**src/rtl/dmem_arbiter.sv**
```systemverilog
// dmem_arbiter
//   Two requesters share the single-port 64-bit data memory: the fetch stage
//   (read-only) and the memory stage (read/write). Each access runs as
//   IDLE -> ACCESS -> DONE. An out-of-range address goes straight from IDLE
//   to DONE with an error. A backend that never acks is cut off after
//   TIMEOUT cycles and reported as an error. The memory stage has priority,
//   but fetch is granted after STARVE_MAX back-to-back memory-stage grants.
//   All outputs are registered.
//
// Ports
//   clk, rst                  clock (rising edge), async active-high reset
//   f_req/f_addr              fetch request, held until f_done
//   f_rdata/f_done/f_err      fetch completion (one-cycle pulse) and data
//   m_req/m_we/m_addr/m_wdata memory-stage request, held until m_done
//   m_rdata/m_done/m_err      memory-stage completion (one-cycle pulse) and data
//   mem_en/mem_we/mem_addr/mem_wdata  backend strobe and command, held until mem_ack
//   mem_rdata/mem_ack         backend read data and one-cycle completion
//   busy                      high whenever the arbiter is not idle
module dmem_arbiter #(
  parameter int MEM_BYTES  = 8192,
  parameter int TIMEOUT    = 16,
  parameter int STARVE_MAX = 4
) (
  input  logic        clk,
  input  logic        rst,
  input  logic        f_req,
  input  logic [63:0] f_addr,
  output logic [63:0] f_rdata,
  output logic        f_done,
  output logic        f_err,
  input  logic        m_req,
  input  logic        m_we,
  input  logic [63:0] m_addr,
  input  logic [63:0] m_wdata,
  output logic [63:0] m_rdata,
  output logic        m_done,
  output logic        m_err,
  output logic        mem_en,
  output logic        mem_we,
  output logic [63:0] mem_addr,
  output logic [63:0] mem_wdata,
  input  logic [63:0] mem_rdata,
  input  logic        mem_ack,
  output logic        busy
);

  typedef enum logic [1:0] {IDLE = 2'd0, ACCESS = 2'd1, DONE = 2'd2} state_t;

  localparam int TMO_W = $clog2(TIMEOUT + 1);
  localparam int STV_W = $clog2(STARVE_MAX + 1);
  // Highest legal start address of an 8-byte access. A plain 64-bit
  // compare against this cannot wrap, so addresses near 2^64 stay illegal.
  localparam logic [63:0]      ADDR_MAX = 64'(MEM_BYTES - 8);
  localparam logic [TMO_W-1:0] TMO_LIM  = TMO_W'(TIMEOUT);
  localparam logic [STV_W-1:0] STV_LIM  = STV_W'(STARVE_MAX);

  state_t            state_reg, state_next;
  logic              owner_m_reg, owner_m_next;   // 1 = memory stage owns the access
  logic [TMO_W-1:0]  tmo_cnt_reg, tmo_cnt_next;
  logic [STV_W-1:0]  starve_cnt_reg, starve_cnt_next;

  logic [63:0] f_rdata_reg, f_rdata_next;
  logic        f_done_reg, f_done_next;
  logic        f_err_reg, f_err_next;
  logic [63:0] m_rdata_reg, m_rdata_next;
  logic        m_done_reg, m_done_next;
  logic        m_err_reg, m_err_next;
  logic        mem_en_reg, mem_en_next;
  logic        mem_we_reg, mem_we_next;
  logic [63:0] mem_addr_reg, mem_addr_next;
  logic [63:0] mem_wdata_reg, mem_wdata_next;
  logic        busy_reg, busy_next;

  // Completion request raised by the state logic, routed to the owner below.
  logic        fire;
  logic        fire_err;
  logic [63:0] fire_rdata;
  logic        grant_m, grant_f;
  logic [63:0] req_addr;
  logic [TMO_W-1:0] tmo_inc;

  always_ff @(posedge clk or posedge rst) begin
    if (rst) begin
      state_reg      <= IDLE;
      owner_m_reg    <= 1'b0;
      tmo_cnt_reg    <= '0;
      starve_cnt_reg <= '0;
      f_rdata_reg    <= '0;
      f_done_reg     <= 1'b0;
      f_err_reg      <= 1'b0;
      m_rdata_reg    <= '0;
      m_done_reg     <= 1'b0;
      m_err_reg      <= 1'b0;
      mem_en_reg     <= 1'b0;
      mem_we_reg     <= 1'b0;
      mem_addr_reg   <= '0;
      mem_wdata_reg  <= '0;
      busy_reg       <= 1'b0;
    end else begin
      state_reg      <= state_next;
      owner_m_reg    <= owner_m_next;
      tmo_cnt_reg    <= tmo_cnt_next;
      starve_cnt_reg <= starve_cnt_next;
      f_rdata_reg    <= f_rdata_next;
      f_done_reg     <= f_done_next;
      f_err_reg      <= f_err_next;
      m_rdata_reg    <= m_rdata_next;
      m_done_reg     <= m_done_next;
      m_err_reg      <= m_err_next;
      mem_en_reg     <= mem_en_next;
      mem_we_reg     <= mem_we_next;
      mem_addr_reg   <= mem_addr_next;
      mem_wdata_reg  <= mem_wdata_next;
      busy_reg       <= busy_next;
    end
  end

  always_comb begin
    state_next      = state_reg;
    owner_m_next    = owner_m_reg;
    tmo_cnt_next    = tmo_cnt_reg;
    starve_cnt_next = starve_cnt_reg;
    f_rdata_next    = f_rdata_reg;
    f_done_next     = 1'b0;
    f_err_next      = 1'b0;
    m_rdata_next    = m_rdata_reg;
    m_done_next     = 1'b0;
    m_err_next      = 1'b0;
    mem_en_next     = 1'b0;
    mem_we_next     = mem_we_reg;
    mem_addr_next   = mem_addr_reg;
    mem_wdata_next  = mem_wdata_reg;
    fire            = 1'b0;
    fire_err        = 1'b0;
    fire_rdata      = '0;
    grant_m         = 1'b0;
    grant_f         = 1'b0;
    req_addr        = '0;
    tmo_inc         = tmo_cnt_reg + 1'b1;

    case (state_reg)
      IDLE: begin
        grant_m = m_req && !(f_req && (starve_cnt_reg == STV_LIM));
        grant_f = f_req && !grant_m;

        if (!f_req || grant_f) begin
          starve_cnt_next = '0;
        end else if (grant_m && (starve_cnt_reg != STV_LIM)) begin
          starve_cnt_next = starve_cnt_reg + 1'b1;
        end

        if (grant_m || grant_f) begin
          owner_m_next = grant_m;
          req_addr     = grant_m ? m_addr : f_addr;
          if (req_addr <= ADDR_MAX) begin
            state_next     = ACCESS;
            mem_en_next    = 1'b1;
            mem_we_next    = grant_m & m_we;
            mem_addr_next  = req_addr;
            mem_wdata_next = grant_m ? m_wdata : 64'd0;
            tmo_cnt_next   = '0;
          end else begin
            // Range error: report without touching the backend.
            state_next = DONE;
            fire       = 1'b1;
            fire_err   = 1'b1;
          end
        end
      end

      ACCESS: begin
        if (mem_ack) begin
          state_next = DONE;
          fire       = 1'b1;
          fire_rdata = mem_we_reg ? 64'd0 : mem_rdata;
        end else begin
          tmo_cnt_next = tmo_inc;
          if (tmo_inc == TMO_LIM) begin
            state_next = DONE;
            fire       = 1'b1;
            fire_err   = 1'b1;
          end else begin
            mem_en_next = 1'b1;
          end
        end
      end

      DONE: begin
        state_next   = IDLE;
        tmo_cnt_next = '0;
      end

      default: begin
        state_next = IDLE;
      end
    endcase

    if (fire) begin
      if (owner_m_next) begin
        m_done_next  = 1'b1;
        m_err_next   = fire_err;
        m_rdata_next = fire_rdata;
      end else begin
        f_done_next  = 1'b1;
        f_err_next   = fire_err;
        f_rdata_next = fire_rdata;
      end
    end

    busy_next = (state_next != IDLE);
  end

  assign f_rdata   = f_rdata_reg;
  assign f_done    = f_done_reg;
  assign f_err     = f_err_reg;
  assign m_rdata   = m_rdata_reg;
  assign m_done    = m_done_reg;
  assign m_err     = m_err_reg;
  assign mem_en    = mem_en_reg;
  assign mem_we    = mem_we_reg;
  assign mem_addr  = mem_addr_reg;
  assign mem_wdata = mem_wdata_reg;
  assign busy      = busy_reg;

endmodule

```
**config.mk**
```make
export PLATFORM = sky130hd
export DESIGN_NAME = dmem_arbiter
export DESIGN_NICKNAME = d
export VERILOG_FILES = /design/src/rtl/dmem_arbiter.sv
export SDC_FILE = /design/constraint.sdc
export NUM_CORES = 1
export LEC_CHECK = 0
export CAP_MARGIN = 10
export CORE_AREA = 2 2 201 203
export DETAILED_ROUTE_END_ITERATION = 8
export DIE_AREA = 0 0 203 205
export HOLD_SLACK_MARGIN = 0.05
export PLACE_DENSITY = 0.62
export SLEW_MARGIN = 20
export SYNTH_ARGS = -nofsm -noshare
export SYNTH_HDL_FRONTEND = slang
export SYNTH_SLANG_ARGS = --single-unit
```
**constraint.sdc**
```tcl
create_clock -name clk -period 9.6 [get_ports clk]
set_clock_uncertainty 0.15 [all_clocks]
set_input_delay 2.4 -clock clk [delete_from_list [all_inputs] [get_ports clk]]
set_output_delay 2.4 -clock clk [all_outputs]
set_load 0.1 [all_outputs]
```
# Word-level counts from Yosys, hierarchy flattened
# Cells that the tools add are included.
dict set report totals {
  regBits 274
}
dict set report op_classes {
  magnitude_cmp 1
  muxes 38
  bitwise 2
  reduce_logical 18
  n_addsub 2
  n_eq_ne 8
}
# operator count
set op_table {}
lappend op_table {{$mux 64} 5}
lappend op_table {{$le 64x13->1 const B} 1}
lappend op_table {{$mux 1} 19}
lappend op_table {{$mux 5} 3}
lappend op_table {{$pmux 5 s3} 1}
lappend op_table {{$mux 2} 4}
lappend op_table {{$mux 3} 2}
lappend op_table {{$ne 2x2->1 const B} 3}
lappend op_table {{$pmux 1 s2} 3}
lappend op_table {{$reduce_and 2->1} 3}
lappend op_table {{$add 5x1->5 const B} 1}
lappend op_table {{$eq 5x5->1 const B} 1}
lappend op_table {{$logic_and 1x1->1} 4}
lappend op_table {{$pmux 2 s2} 1}
lappend op_table {{$reduce_and 4->1} 1}
lappend op_table {{$reduce_bool 2->1} 2}
lappend op_table {{$add 3x1->3 const B} 1}
lappend op_table {{$eq 3x3->1 const B} 1}
lappend op_table {{$logic_not 1->1} 3}
lappend op_table {{$ne 3x3->1 const B} 1}
lappend op_table {{$reduce_and 3->1} 1}
lappend op_table {{$reduce_bool 3->1} 1}
lappend op_table {{$eq 2x1->1 const B} 1}
lappend op_table {{$eq 2x2->1 const B} 1}
lappend op_table {{4 further kinds} 5}

# Logic depth before layout (Yosys ltp)
# Gate-level depths: netlist (run 1).
dict set report depth {
  ltp_word 11
  mapped_depth 12
}

# Least setup slack after synthesis (run 1)
# Ideal clock, no wire load.
dict set report synth_path {
  kind {input to register}
  from {input f_addr[38]}
  to {register mem_addr_reg[13] (netlist: mem_addr[13])}
  setup_ps 122
  stages 9
  arrival_time_ps 3952
  path_slack_ps 5375
  cell_sequence {nor4_1 > nand4_1 > nor4_2 > o22ai_1 > or2_1 > clkbuf_1 > buf_6 > buf_6 > and2_1}
}
dict set report synth_between {
  elab_chain_cells 3
}
# item line_no
set synth_rtl {}
lappend synth_rtl {{from (decl)} 27} ;# input logic [63:0] f_addr,
lappend synth_rtl {{$mux 64} 154} ;# req_addr = grant_m ? m_addr : f_addr;
lappend synth_rtl {{$le 64x13->1} 155} ;# if (req_addr <= ADDR_MAX) begin
lappend synth_rtl {{$reduce_and 3->1 (no line)} -}
lappend synth_rtl {{to (signal assigned)} 112} ;# mem_addr_reg <= mem_addr_next;
lappend synth_rtl {{to (decl)} 70} ;# logic [63:0] mem_addr_reg, mem_addr_next;
# No other way between the ends.
# A chain may end at the register's enable or synchronous reset.

# Worst setup path after layout (run 1)
dict set report layout_path {
  from {input m_addr[8]}
  to {register mem_wdata_reg[50] (netlist: mem_wdata[50])}
}
dict set report layout_between {
  elab_chain_cells 3
}
# item line_no
set layout_rtl {}
lappend layout_rtl {{from (decl)} 33} ;# input logic [63:0] m_addr,
lappend layout_rtl {{$mux 64} 154}
lappend layout_rtl {{$le 64x13->1} 155}
lappend layout_rtl {{$reduce_and 3->1 (no line)} -}
lappend layout_rtl {{to (signal assigned)} 113} ;# mem_wdata_reg <= mem_wdata_next;
lappend layout_rtl {{to (decl)} 71} ;# logic [63:0] mem_wdata_reg, mem_wdata_next;
# No other way between the ends.

==> qor.yml, run 1 <==
die_w_um: 203
cts_made_buffers: 31
worstSkewPairLatency_ns: 0.56
synth_cell_types: 37
cp.required_ns: 9.85
layout-drive-gt1-share: 0.0597
synthArstFlopShare: 1.00
routed_wl_mm: 41.0
htreeDepth: 1
ctsHoldBuffers: 0
postCtsSetupBuffers: 0
grt_pass1_wl_mm: 61.2
clockBufferDepth: 3
setup_violations: 0
maxCapViolations: 0
crit_type: "input pin to flop"
syn_area_mm2: 0.0108
slew_viol_final: 0
dpl-instance-area_mm2: 0.0164
start_util: 0.273
finalWeightedCongestion: 0.856
grtUsageTotal: 0.190
port_buffers: 524
die_h_um: 205
grt_max_degree: 157
cts_resized: 0
avgViaCountPerCell: 4.94
synth-edff-count: 0
yosysSeqAreaShare: 0.637
period_share: 0.643
grt_pass1_vias: 9785
avgSynthCellArea_um2: 12.0
slew_headroom: 0.250
total_power_w: 0.00270
placed_cells: 1875
final_hold_viol_count: 0
fmax_mhz: 162
utilization: 0.446
clock-sinks: 274
cp_max_fo: 90
critical_path.startpoint_type: "input pin"
tightest_slew_ns: 1.12
row_count: 73
worst_ep_arrival_time_ns: 6.42
design_area_mm2: 0.0175
vias: 9570
p_leak_nw: 7.35
first_pass_iters: 5
ys_warn_count: 0
status: "complete, no violations"
most-common-layout-cells: "clkdlybuf4s50_1, dfrtp_1, a32o_1"
root_buffer: "clkbuf_16"
die_area_mm2: 0.0416
mostFrequentLayoutCell: "clkdlybuf4s50_1"
rsz0062_at_grt: "false"
cp-end-kind: "flop"
instances_no_fill: 1939
route.detailed.wl_per_inst_um: 21.2
drtIter0Drc: 686
antenna_found_initial: 7
coreArea_mm2: 0.0394
power_density_mw_per_mm2: 154
syn_nets: 1163
cts_tree: "yes"
synth_ff_type: "dfrtp_1"
synthCells: 898
drc: 0
ys_ff_latch: 274
grt-ovfl-total: 0
fin_crit_ns: 6.17
io_pins: 525
fin_tns_setup_ns: 0
syn_to_final_growth_pct: 63.0
antenna_left: 0
holdCritPathClass: "flop to flop"
path_clk_slew_ns: 0.07
nets: 1648
ir_drop_mv: 0.134
dp_hpwl_mm: 28.4
==> metal layers <==
metal	global-route usage	vias up	wire length (um)	share of wire
met3	0.0484	54	3040	0.074
li1	-	4323	-	-
met2	0.301	329	19800	0.48
met4	0.0602	0	839	0.020
met5	0	-	0	0
met1	0.256	4864	17400	0.42
==> synthesized netlist by cell type (2+ instances only) <==
cell	count	area, um^2
a21o_1	2	15.0
a32o_1	128	1280
a32oi_1	3	26.3
and2_1	53	332
and3_1	2	12.5
buf_2	14	70.1
buf_6	10	113
clkbuf_1	61	229
dfrtp_1	274	6860
ha_1	3	37.5
inv_1	8	30.0
mux2i_1	14	140
nand2_1	78	293
nand3_1	7	35.0
nand4_1	9	56.3
nand4b_1	2	17.5
nor2_1	9	33.8
nor2b_1	2	12.5
nor3_1	8	40.0
nor4_1	28	175
o21ai_0	127	636
o21ai_1	39	195
o22ai_1	2	12.5
xnor2_1	2	17.5
==> critical path: stages <==
cell and delay, ns:
clkdlybuf4s50_1 0.48, nand2_1 0.25, nor4_1 0.76, nor4_1 0.19, o22ai_4 0.80, or2_4 0.58, buf_4 0.67, o21ai_0 0.22
==> logic make-up (layout without fill, tap and decap cells) <==
kind of cell,Yosys count,count (layout),share of synthesized area
AO/OA/AOI/OAI,308,308,0.206
flip-flops,274,274,0.637
AND/OR/NAND/NOR,204,204,0.0978
buffers and inverters,93,603,0.0410
multiplexers,14,14,0.0130
adder cells (fa/ha/maj),3,3,0.00349
XOR/XNOR,2,2,0.00163
other,0,6,0
==> metrics by stage <==
step	hold WS [ns]	setup WS, ns
4_1_cts	0.338	3.47
6_report	0.335	3.43
2_1_floorplan	0.340	3.43
3_3_place_gp	0.318	3.01
5_1_grt	0.347	3.21
3_5_place_dp	0.320	2.87
==> power breakdown <==
part	switching, W	leakage [nW]	internal, W
combinational	0.000165	3.00	0.000119
clock	0.000493	0.538	0.000756
sequential	0.00000365	3.82	0.00116
total	0.000661	7.35	0.00203
==> path summary, 6_finish.rpt <==
check | cells after the start | to | slack [ns] | from
setup / recovery | 8 | mem_wdata[50] | 3.43 | m_addr[8]
hold / removal | 1 | mem_addr[55] | 0.33 | mem_addr[55]
setup reg to reg | 9 | mem_wdata[50] | 5.48 | starve_cnt_reg[0]
hold reg to reg | 1 | mem_addr[55] | 0.33 | mem_addr[55]
max in group asynchronous | 4 | m_rdata[1] | 5.57 | rst
min in group asynchronous | 3 | m_rdata[48] | 2.27 | rst
==> final cells by class <==
type | instances | area, um^2
clock buffer | 41 | 883
timing repair buffer | 537 | 5350
sequential | 274 | 6860
tap | 525 | 657
multi-input combinational | 531 | 3540
antenna | 6 | 15.0
inverter | 8 | 33.8
fill | 3695 | 21800
clock inverter | 17 | 209
No activity file was read; power rests on OpenSTA's default activity.
==> run 2: changes to the inputs <==
clock period = 5.4 ns   (was 9.6 ns; I/O delays follow)
==> qor.yml, run 2 (synthesis gave the netlist of run 1 again) <==
status: "complete, no violations"
routed_wl_mm: 41.5  # +1.1%
fin_tns_setup_ns: 0  # unchanged
grtUsageTotal: 0.194  # +0.00318
finalWeightedCongestion: 0.919  # +7.4%
start_util: 0.273  # unchanged
final_hold_viol_count: 0  # unchanged
period_share: 0.721
power_density_mw_per_mm2: 273  # +78%
die_h_um: 205  # unchanged
coreArea_mm2: 0.0394  # unchanged
crit_path_cell_trace: "clkdlybuf4s50_1 -> nand2_1 -> nor4_1 -> buf_4 -> nor4_2 -> o22ai_4 -> or2_4 -> buf_12 -> o21ai_0"
critical_path.startpoint_type: "input pin"
cts_made_buffers: 31  # unchanged
avgViaCountPerCell: 4.90  # -0.80%
die_w_um: 203  # unchanged
cp_max_fo: 67  # -26%
rr_startpoint: "starve_cnt_reg[0]"
root_buffer: "clkbuf_16"
ir_drop_mv: 0.224  # +67%
mostFrequentLayoutCell: "clkdlybuf4s50_1"
maxCapViolations: 0  # unchanged
clock-sinks: 274  # unchanged
wl_met3_mm: 3.48  # +15%
ctsHoldBuffers: 0  # unchanged
fmax_mhz: 257
multi_input_area_mm2: 0.00354  # unchanged
slew_viol_final: 0  # unchanged
holdCritPathClass: "flop to flop"
vias: 9533  # -0.39%
setup_violations: 0  # unchanged
r2r_end: "mem_wdata[52]"
die_area_mm2: 0.0416  # unchanged
slew_headroom: 0.244  # -0.00569
drtIter0Drc: 636  # -7.3%
rsz0062_at_grt: "false"
io_pins: 525  # unchanged
critical-path-max-stage-delay_ns: 0.63  # -0.17 ns
grt_pass1_wl_mm: 61.7  # +0.82%
grt_max_degree: 129  # -18%
cp-end-kind: "flop"
nets: 1660  # +0.73%
syn_to_final_growth_pct: 64.5
grt_pass1_vias: 9738  # -0.48%
wl_met2_mm: 19.6  # -0.95%
cts_tree: "yes"
antenna_left: 0  # unchanged
row_count: 73  # unchanged
drc: 0  # unchanged
holdPathEnd: "mem_addr[50]"
fillers: 3695  # unchanged
port_buffers: 524  # unchanged
postCtsSetupBuffers: 0  # unchanged
crit_slowest_cell: "or2_4"
clockBufferDepth: 3  # unchanged
layout-drive-gt1-share: 0.0669  # +0.00724
worstHoldStart: "mem_addr[50]"
cts_resized: 0  # unchanged
worst_ep_arrival_time_ns: 4.20  # -2.22 ns
total_power_w: 0.00483  # +79%
tightest_slew_ns: 1.13  # +0.00850 ns
grt-ovfl-total: 0  # unchanged
cp_top_family: "simple AND/OR/NAND/NOR gates"
wl_met1_mm: 17.4  # about the same
crit_buf_inv: 3  # +1
antenna_found_initial: 3  # -4
top_layer: "met4"
fin_crit_ns: 3.89
worstSkewPairLatency_ns: 0.58  # +0.02 ns
first_pass_iters: 5  # unchanged
crit_type: "input pin to flop"
htreeDepth: 1  # unchanged
worst_r2r_path_depth: 9  # unchanged
regArea_mm2: 0.00686  # unchanged
reg2reg_setup_slack_ns: 2.31  # -3.17 ns
path_clk_slew_ns: 0.06  # about the same
dp_hpwl_mm: 29.4  # +3.7%
most-common-layout-cells: "clkdlybuf4s50_1, dfrtp_1, a32o_1"
utilization: 0.450  # +0.00426
cp.required_ns: 5.71  # -4.14 ns
hold_path_depth: 1  # unchanged
p_leak_nw: 7.45  # +1.3%
route.detailed.wl_per_inst_um: 21.3  # +0.72%
run 2: cell types whose count changed in the layout (fill, tap and decap cells not counted), sizes merged:
cell / delta
clkbuf: +1
diode: -4
inv: -1
buf: +12
run 2: how the worst max path moves through the flow:
stage,from,end,slack [ns],cells past startpoint
6_report,f_addr[8],mem_wdata[52],1.51,9
5_1_grt,f_addr[8],mem_wdata[56],1.22,9
4_1_cts,f_addr[8],mem_wdata[56],1.45,9
3_5_place_dp,f_addr[8],mem_wdata[56],0.85,9
3_3_place_gp,f_addr[8],mem_wdata[56],0.84,9
2_1_floorplan,rst,busy,0.28,1
run 2: final cells by class:
cell class | count | area share
repair buffers | 549 | 0.312
inverters | 8 | 0.00191
flip-flops and latches | 274 | 0.387
well taps | 525 | 0.0371
clock inverters | 16 | 0.0117
clock buffers | 42 | 0.0501
diodes | 2 | 0.000283
multi-input cells | 531 | 0.200
run 2: metal layers:
metal	vias to the layer above	global-route usage
met5	-	0
met1	4778	0.255
li1	4355	-
met2	343	0.303
met3	57	0.0651
met4	0	0.0547
run 2: power by group:
part / internal [W] / total, W / switching [W] / leakage, nW
sequential: 0.00206 / 0.00207 / 0.00000643 / 3.82
combinational: 0.000226 / 0.000524 / 0.000298 / 3.09
clock: 0.00135 / 0.00224 / 0.000894 / 0.540
total: 0.00363 / 0.00483 / 0.00120 / 7.45
run 2: through the flow:
step | instance area [um^2] | setup WS, ns | instances | hold slack, ns
final | 17700 | 1.51 | 1947 | 0.329
after global routing | 17700 | 1.22 | 1947 | 0.350
after CTS | 17700 | 1.45 | 1945 | 0.338
after detailed placement | 16600 | 0.846 | 1887 | 0.320
after global placement | 16600 | 0.840 | 1887 | 0.319
after floorplan | 10800 | 0.277 | 898 | 0.340
==> run 3: changes to the inputs <==
clock period = 3.34 ns   (was 5.4 ns; I/O delays follow)
==> qor.yml, run 3 (synthesis gave the netlist of run 1 again) <==
cp-end-kind: "flop"
cp_top_family: "simple AND/OR/NAND/NOR gates"
fmax_mhz: 329
grt_pass1_wl_mm: 62.1  # +0.60%
slew_headroom: 0.433  # +0.189
postCtsSetupBuffers: 0  # unchanged
nets: 1701  # +2.5%
finalWeightedCongestion: 0.984  # +7.0%
cts_resized: 0  # unchanged
most-common-layout-cells: "buf_4, dfrtp_1, clkdlybuf4s50_1"
vias: 9705  # +1.8%
avgViaCountPerCell: 4.88  # -0.30%
maxCapViolations: 0  # unchanged
crit_buf_inv: 2  # -1
status: "complete, no violations"
setup_violations: 0  # unchanged
coreArea_mm2: 0.0394  # unchanged
grt_pass1_vias: 9988  # +2.6%
power_density_mw_per_mm2: 442  # +62%
crit_slowest_cell: "nor4_2"
instances_no_fill: 1988  # +2.1%
grt-ovfl-total: 0  # unchanged
mostFrequentLayoutCell: "buf_4"
antenna_left: 0  # unchanged
fin_tns_setup_ns: 0  # unchanged
grtUsageTotal: 0.193  # -0.000473
routed_wl_mm: 41.5  # about the same
reg2reg_setup_slack_ns: 0.66  # -1.65 ns
syn_to_final_growth_pct: 62.5
tightest_slew_ns: 0.849  # -0.282 ns
cts_made_buffers: 31  # unchanged
crit_type: "input pin to flop"
antenna_found_initial: 2  # -1
io_pins: 525  # unchanged
htreeDepth: 1  # unchanged
placed_cells: 1928  # +2.2%
final_hold_viol_count: 0  # unchanged
drtIter0Drc: 611  # -3.9%
design_area_mm2: 0.0175  # -1.2%
rsz0062_at_grt: "false"
die_area_mm2: 0.0416  # unchanged
first_pass_iters: 7  # +2
die_h_um: 205  # unchanged
route.detailed.wl_per_inst_um: 20.9  # -2.0%
dpl-instance-area_mm2: 0.0164  # -1.0%
path_clk_slew_ns: 0.06  # about the same
ir_drop_mv: 0.356  # +59%
cp.required_ns: 3.66  # -2.05 ns
worst_ep_arrival_time_ns: 3.36  # -0.84 ns
holdCritPathClass: "flop to flop"
crit_path_cell_trace: "clkdlybuf4s50_1 -> nor4_1 -> nand4_1 -> nor4_2 -> o22ai_4 -> or2_4 -> buf_12 -> o21ai_0"
period_share: 0.910
root_buffer: "clkbuf_16"
worstSkewPairLatency_ns: 0.56  # -0.02 ns
slew_viol_final: 0  # unchanged
port_buffers: 524  # unchanged
hold_ws_ns: 0.334  # +0.00471 ns
grt_max_degree: 75  # -42%
clockBufferDepth: 3  # unchanged
drc: 0  # unchanged
p_leak_nw: 8.22  # +10%
fin_crit_ns: 3.04
cts_tree: "yes"
start_util: 0.273  # unchanged
die_w_um: 203  # unchanged
row_count: 73  # unchanged
cp_max_fo: 40  # -40%
ctsHoldBuffers: 0  # unchanged
critical_path.startpoint_type: "input pin"
layout-drive-gt1-share: 0.269  # +0.202
dp_hpwl_mm: 30.6  # +4.1%
clock-sinks: 274  # unchanged
critical-path-max-stage-delay_ns: 0.43  # -0.20 ns
[run 3: through the flow]
| step | total power (W) | util | setup slack [ns] |
|---|---|---|---|
| 3_5_place_dp | 0.00433 | 0.418 | -0.420 |
| 2_1_floorplan | 0.00373 | - | -1.27 |
| 4_1_cts | 0.00783 | 0.444 | 0.128 |
| 6_report | 0.00773 | 0.444 | 0.302 |
| 3_3_place_gp | 0.00433 | 0.418 | -0.348 |
| 5_1_grt | 0.00803 | 0.444 | 0.136 |
[run 3: area by class of cell]
| cell class | count | area (um^2) |
|---|---|---|
| tap | 525 | 657 |
| clock buffer | 44 | 865 |
| clock inverter | 14 | 176 |
| fill | 3698 | 21900 |
| multi-input combinational | 531 | 3540 |
| antenna | 2 | 5.00 |
| sequential | 274 | 6860 |
| timing repair buffer | 590 | 5360 |
| inverter | 8 | 33.8 |
[run 3: final timing paths]
| check | end | cells past startpoint | start |
|---|---|---|---|
| worst min-delay path | mem_addr[54] | 1 | mem_addr[54] |
| max in group asynchronous | m_err | 3 | rst |
| min in group asynchronous | mem_wdata[59] | 2 | rst |
| worst max-delay path | mem_wdata[59] | 8 | m_addr[38] |
| worst max register to register | mem_wdata[59] | 9 | starve_cnt_reg[0] |
| worst min register to register | mem_addr[54] | 1 | mem_addr[54] |
[run 3: metal layers]
metal  global-route usage  vias to the layer above  share of wire
li1                     -                     4444              -
met1                0.260                     4807           0.42
met2                0.299                      384           0.47
met3               0.0503                       70          0.080
met4               0.0712                        0          0.030
met5                    0                        -              0
[run 3: worst register-to-register path, delay by kind of cell (launching register included)]
family                   cells  cell delay [ns]
adder cells (fa/ha/maj)      1             0.14
buffers and inverters        2             0.26
AO/OA/AOI/OAI                2             0.45
flip-flops                   1             0.41
AND/OR/NAND/NOR              4             1.18
[run 3: power by group]
group / switching [W] / total (W) / leakage, nW / internal, W
Clock: 0.00135 / 0.00346 / 0.514 / 0.00210
Sequential: 0.0000113 / 0.00335 / 3.82 / 0.00333
Combinational: 0.000500 / 0.000925 / 3.89 / 0.000426
Total: 0.00186 / 0.00773 / 8.22 / 0.00586
